==> src/rtl/shift_ctrl_if.sv <==
// Bus between the keypad/auto sources and the shift-chain controller.
// Handshake: AUTO_REQ is a level held by the source until it sees AUTO_ACK=1
// for one cycle (that same cycle carries Ce=1 with Din=AUTO_DIN); the source
// must drop or renew AUTO_REQ in the following cycle. KEY_VALID is a level
// and a press is its rising edge. Ce/Din and SR_RST go to the 8x4-bit shift chain.
interface shift_ctrl_if;
  logic       KEY_VALID;
  logic [3:0] KEY_CODE;
  logic       AUTO_REQ;
  logic [3:0] AUTO_DIN;
  logic       CLR;
  logic       Ce;
  logic [3:0] Din;
  logic       SR_RST;
  logic       AUTO_ACK;
  logic [3:0] COUNT;
  logic       FULL;
  logic       BUSY;

  // Source side: keypad, automatic source and clear request.
  modport master (
    output KEY_VALID, KEY_CODE, AUTO_REQ, AUTO_DIN, CLR,
    input  Ce, Din, SR_RST, AUTO_ACK, COUNT, FULL, BUSY
  );

  // Controller side.
  modport slave (
    input  KEY_VALID, KEY_CODE, AUTO_REQ, AUTO_DIN, CLR,
    output Ce, Din, SR_RST, AUTO_ACK, COUNT, FULL, BUSY
  );
endinterface

==> src/rtl/shift_ctrl.sv <==
// Shift-chain controller: accepts digits from a keypad (edge-detected) or an
// automatic request/ack source and issues one-cycle Ce pulses to a 4-bit wide
// shift chain, tracking how many digits are held. Every output is a register;
// the combinational block computes next values which are then registered.
module shift_ctrl #(
  parameter int MAX_DIGITS = 8
) (
  input  logic        CLK,
  input  logic        RST,
  shift_ctrl_if.slave bus,
  output logic [1:0]  dbg_state
);

  typedef enum logic [1:0] {
    IDLE     = 2'd0,
    SHIFT    = 2'd1,
    WAIT_REL = 2'd2,
    CLEAR    = 2'd3
  } state_t;

  localparam logic [3:0] MAX_CNT = 4'(MAX_DIGITS);

  state_t     state, next_state;
  logic       key_prev;
  logic       from_key, from_key_n;
  logic       press;
  logic       ce_n, ack_n;
  logic [3:0] din_n, count_n;

  assign press     = bus.KEY_VALID & ~key_prev;
  assign dbg_state = state;

  // Next-state and next-output computation; CLR overrides everything.
  always_comb begin
    next_state = state;
    ce_n       = 1'b0;
    ack_n      = 1'b0;
    din_n      = bus.Din;
    count_n    = bus.COUNT;
    from_key_n = from_key;
    if (bus.CLR) begin
      next_state = CLEAR;
      count_n    = 4'd0;
    end else begin
      case (state)
        IDLE: begin
          if (press) begin
            if (!bus.FULL) begin
              next_state = SHIFT;
              din_n      = bus.KEY_CODE;
              ce_n       = 1'b1;
              count_n    = bus.COUNT + 4'd1;
              from_key_n = 1'b1;
            end else begin
              // Chain full: swallow the press but still wait for release.
              next_state = WAIT_REL;
            end
          end else if (bus.AUTO_REQ && !bus.FULL) begin
            next_state = SHIFT;
            din_n      = bus.AUTO_DIN;
            ce_n       = 1'b1;
            ack_n      = 1'b1;
            count_n    = bus.COUNT + 4'd1;
            from_key_n = 1'b0;
          end
        end
        SHIFT: begin
          next_state = from_key ? WAIT_REL : IDLE;
        end
        WAIT_REL: begin
          if (!bus.KEY_VALID) next_state = IDLE;
        end
        CLEAR: begin
          count_n    = 4'd0;
          next_state = bus.KEY_VALID ? WAIT_REL : IDLE;
        end
        default: begin
          next_state = IDLE;
        end
      endcase
    end
  end

  // State and output registers; key_prev resets high so a key held through
  // reset is not mistaken for a fresh press.
  always_ff @(posedge CLK or negedge RST) begin
    if (!RST) begin
      state        <= IDLE;
      key_prev     <= 1'b1;
      from_key     <= 1'b0;
      bus.Ce       <= 1'b0;
      bus.Din      <= 4'd0;
      bus.SR_RST   <= 1'b0;
      bus.AUTO_ACK <= 1'b0;
      bus.COUNT    <= 4'd0;
      bus.FULL     <= 1'b0;
      bus.BUSY     <= 1'b0;
    end else begin
      state        <= next_state;
      key_prev     <= bus.KEY_VALID;
      from_key     <= from_key_n;
      bus.Ce       <= ce_n;
      bus.Din      <= din_n;
      bus.SR_RST   <= (next_state != CLEAR);
      bus.AUTO_ACK <= ack_n;
      bus.COUNT    <= count_n;
      bus.FULL     <= (count_n == MAX_CNT);
      bus.BUSY     <= (next_state != IDLE);
    end
  end

endmodule
==> src/flat_wrapper.sv <==
// flat-port wrapper written by rule: the top's interface ports become plain ports
module shift_ctrl_flat 
#(
  parameter int MAX_DIGITS = 8
)
  (CLK, RST, dbg_state, bus_KEY_VALID, bus_KEY_CODE, bus_AUTO_REQ, bus_AUTO_DIN, bus_CLR, bus_Ce, bus_Din, bus_SR_RST, bus_AUTO_ACK, bus_COUNT, bus_FULL, bus_BUSY);
  shift_ctrl_if bus_i ();
  input  logic CLK;
  input  logic RST;
  output logic [1:0] dbg_state;
  input wire logic [$bits(bus_i.KEY_VALID)-1:0] bus_KEY_VALID;
  input wire logic [$bits(bus_i.KEY_CODE)-1:0] bus_KEY_CODE;
  input wire logic [$bits(bus_i.AUTO_REQ)-1:0] bus_AUTO_REQ;
  input wire logic [$bits(bus_i.AUTO_DIN)-1:0] bus_AUTO_DIN;
  input wire logic [$bits(bus_i.CLR)-1:0] bus_CLR;
  output wire logic [$bits(bus_i.Ce)-1:0] bus_Ce;
  output wire logic [$bits(bus_i.Din)-1:0] bus_Din;
  output wire logic [$bits(bus_i.SR_RST)-1:0] bus_SR_RST;
  output wire logic [$bits(bus_i.AUTO_ACK)-1:0] bus_AUTO_ACK;
  output wire logic [$bits(bus_i.COUNT)-1:0] bus_COUNT;
  output wire logic [$bits(bus_i.FULL)-1:0] bus_FULL;
  output wire logic [$bits(bus_i.BUSY)-1:0] bus_BUSY;
  assign bus_i.KEY_VALID = bus_KEY_VALID;
  assign bus_i.KEY_CODE = bus_KEY_CODE;
  assign bus_i.AUTO_REQ = bus_AUTO_REQ;
  assign bus_i.AUTO_DIN = bus_AUTO_DIN;
  assign bus_i.CLR = bus_CLR;
  assign bus_Ce = bus_i.Ce;
  assign bus_Din = bus_i.Din;
  assign bus_SR_RST = bus_i.SR_RST;
  assign bus_AUTO_ACK = bus_i.AUTO_ACK;
  assign bus_COUNT = bus_i.COUNT;
  assign bus_FULL = bus_i.FULL;
  assign bus_BUSY = bus_i.BUSY;
  shift_ctrl #(.MAX_DIGITS(MAX_DIGITS)) u_core (.CLK(CLK), .RST(RST), .bus(bus_i), .dbg_state(dbg_state));
endmodule
==> config.mk <==
export PLATFORM = sky130hd
export DESIGN_NAME = shift_ctrl_flat
export DESIGN_NICKNAME = d
export VERILOG_FILES = /design/src/rtl/shift_ctrl_if.sv /design/src/rtl/shift_ctrl.sv /design/src/flat_wrapper.sv
export SDC_FILE = /design/constraint.sdc
export NUM_CORES = 1
export LEC_CHECK = 0
export BUFFER_PORTS_ARGS = -buffer_cell sky130_fd_sc_hd__buf_2
export CORE_MARGIN = 2
export CORE_UTILIZATION = 51
export CTS_BUF_LIST = sky130_fd_sc_hd__clkbuf_2
export CTS_CLUSTER_SIZE = 16
export DETAILED_ROUTE_END_ITERATION = 7
export PLACE_DENSITY = 0.89
export SETUP_SLACK_MARGIN = 0.4
export SYNTH_ARGS = -nofsm -noshare
export SYNTH_HDL_FRONTEND = slang
export SYNTH_SLANG_ARGS = --single-unit
==> constraint.sdc <==
create_clock -name CLK -period 2.1 [get_ports CLK]
set_input_delay 0 -clock CLK [delete_from_list [all_inputs] [get_ports CLK]]
set_output_delay 0 -clock CLK [all_outputs]
set_load 0.01 [all_outputs]
==> flow_metrics.tcl <==
set metrics [dict create \
    io_buffer_count 27 \
    synthCells 81 \
    clk_latency_ns 0.32 \
    root_buffer "clkbuf_2" \
    wl_per_cell_um 15.3 \
    slowest_delay_ns 0.51 \
    fillers 115 \
    relSlewSlack 0.720 \
    drc 0 \
    die_y_um 45.5 \
    fp.dieArea_um2 2070 \
    power.density_nw_per_um2 772 \
    hold_violations 0 \
    fp-row-count 15 \
    antenna_found_initial 0 \
    finalCritPeriodShare 0.805 \
    synth.distinct_cells 30 \
    tightestPinTransition_ns 0.417 \
    cts_buffers 3 \
    most-common-layout-cells "buf_2 (27), dfrtp_1 (15), dlygate4sd3_1 (11)" \
    gp_congestion 0.854 \
    critical_path_class "reg2reg" \
    hold_path.class "in2reg" \
    globalRoute.totalOverflow 0 \
    path_clk_slew_ns 0.18 \
    area_growth_pct 38.7 \
    grt_pass1_vias 768 \
    yosysWarnings 0 \
    synthTopCellsByArea "dfrtp_1 (46%), ha_1 (8.5%), mux2i_1 (5.7%)" \
    grtUsageTotal 0.248 \
    grt_util_met3 0.0516 \
    grtUsageMet2 0.392 \
    power_leakage_nw 0.662 \
    grt_max_degree 18 \
    synth_edf_count 0 \
    yosysTopAreaCell "dfrtp_1" \
    cp-end-kind "flip-flop" \
    drive_gt1_frac 0.381 \
    drv_slew 0 \
    cpMaxStageDelayCell "or4b_4" \
    cp_cell_sequence "inv_2, ha_4, nor2_4, o21ai_4, or4b_4, a211oi_2" \
    final.setup.tns_ns 0 \
    finalSetupViolCount 0 \
    post-route-min-period_ns 1.69 \
    fin_area_um2 1220 \
    grt_pass1_wl_um 3570 \
    cts_tree "done" \
    dr_total_vias 790 \
    worst-path-buf-inv 1 \
    drt_iter0_drc 11 \
    grt-busiest-layer "met2" \
    vias_per_cell 5.52 \
    die_w_um 45.5 \
    fin_nets 146 \
    postRouteWirelength_um 2190 \
    regArea_um2 428 \
    critical-path-top-delay-family "simple AND/OR/NAND/NOR gates" \
    start_util 0.527 \
    final_common_cell "buf_2" \
    path_max_fanout 4 \
    dp_hpwl_um 1350 \
    rsz0062_at_grt "true" \
    synth-seq-cells 17 \
    netlist_area_um2 880 \
    required_ns 2.36 \
    synth_nets 100 \
    cts-htree-levels 1 \
    drtPass1Iterations 4 \
    insertedDiodeCount 0 \
    hold_slack_ns 0.0408 \
    clock.fmax_mhz 592 \
    async_reset_ff_frac 1.00 \
    status "completed" \
    arrival_ns 1.95 \
    antenna_left 0 \
    skew_ns 0.00669 \
    synth_top_area_share 0.455 \
    multiInputGateArea_um2 445 \
    ys_seq_area_frac 0.485 \
    use_met1 0.315 \
    drv_cap 0 \
    peakVddDrop_mv 0.514 \
    critPathLaunchType "flip-flop" \
    cts.sink_count 17 \
    syn_avg_cell_area_um2 10.9 \
    ys.flop_type "dfrtp_1" \
    core_area_um2 1670 \
    ioPinCount 28 \
    clk_path_buf_depth 2 \
    place_area_um2 1050 \
]
-- cell usage after synthesis (2+ instances only) --
| cell type | instances |
|---|---|
| a21o_1 | 3 |
| ha_1 | 6 |
| nor2_1 | 5 |
| a211o_1 | 2 |
| inv_1 | 5 |
| nand2b_1 | 2 |
| o21ai_1 | 5 |
| dfrtp_1 | 16 |
| a21oi_1 | 3 |
| o211ai_1 | 2 |
| xor2_1 | 4 |
| nand2_1 | 6 |
| mux2i_1 | 5 |
-- kinds of logic after synthesis --
group | share of synthesized area
AO/OA/AOI/OAI | 0.166
XOR/XNOR | 0.0398
adder cells (fa/ha/maj) | 0.0853
buffers and inverters | 0.0356
flip-flops | 0.485
multiplexers | 0.0569
AND/OR/NAND/NOR | 0.131
-- what timing repair did --
item / CTS / global route
pin swaps: 1 / 0
setup endpoints to repair: 1 / 2
buffers inserted: 4 / 1
hold buffers: 11 / 0
hold endpoints to repair: 24 / 0
gates resized for setup: 0 / 1
-- power by group --
group,internal (mW),switching [mW]
combinational,0.166,0.185
clock,0.0431,0.117
sequential,0.391,0.0394
total,0.599,0.342
-- registers in the layout, summed over array words and instances (netlist names) --
name,cells
u_core.from_key,1
u_core.bus.Din,4
u_core.bus.BUSY,1
u_core.bus.SR_RST,1
u_core.dbg_state,2
u_core.bus.COUNT,4
u_core.bus.FULL,1
u_core.key_prev,1
u_core.bus.Ce,1
u_core.bus.AUTO_ACK,1
-- layer usage --
metal | share of wire | up-vias
met2 | 0.51 | 36
met3 | 0.046 | 9
met4 | 0.032 | 0
met5 | 0 | -
li1 | - | 373
met1 | 0.41 | 372
-- tightest hold or removal path: stages --
cell and delay (ns):
buf_2 0.14, inv_1 0.11, nor4_1 0.09
-- worst paths after layout --
kind                                           from                   to  slack, ns  depth (start not counted)
worst max-delay path            u_core.dbg_state[0]      u_core.bus.FULL       0.41                          6
worst max register to register  u_core.dbg_state[0]      u_core.bus.FULL       0.41                          6
worst min register to register    u_core.bus.Din[0]    u_core.bus.Din[0]       0.52                          2
min in group asynchronous                       RST    u_core.bus.SR_RST       0.09                          2
worst min-delay path                   bus_AUTO_REQ  u_core.bus.AUTO_ACK       0.04                          3
max in group asynchronous                       RST      u_core.key_prev       1.70                          2
-- final cells by class --
type	instances	area share
inverters	6	0.0185
well taps	17	0.0174
clock inverters	1	0.00410
repair buffers	43	0.232
clock buffers	3	0.0123
flip-flops and latches	17	0.351
multi-input cells	56	0.365
-- per-stage QoR --
step | setup slack (ns) | power (mW) | util | std cells
3_3_place_gp | 0.375 | 0.715 | 0.626 | 123
3_5_place_dp | 0.337 | 0.733 | 0.626 | 123
4_1_cts | 0.408 | 0.917 | 0.722 | 142
5_1_grt | 0.344 | 0.997 | 0.730 | 143
6_report | 0.410 | 0.941 | 0.730 | 143
2_1_floorplan | 0.374 | 0.622 | - | 81
(Power assumes the default switching activity.)
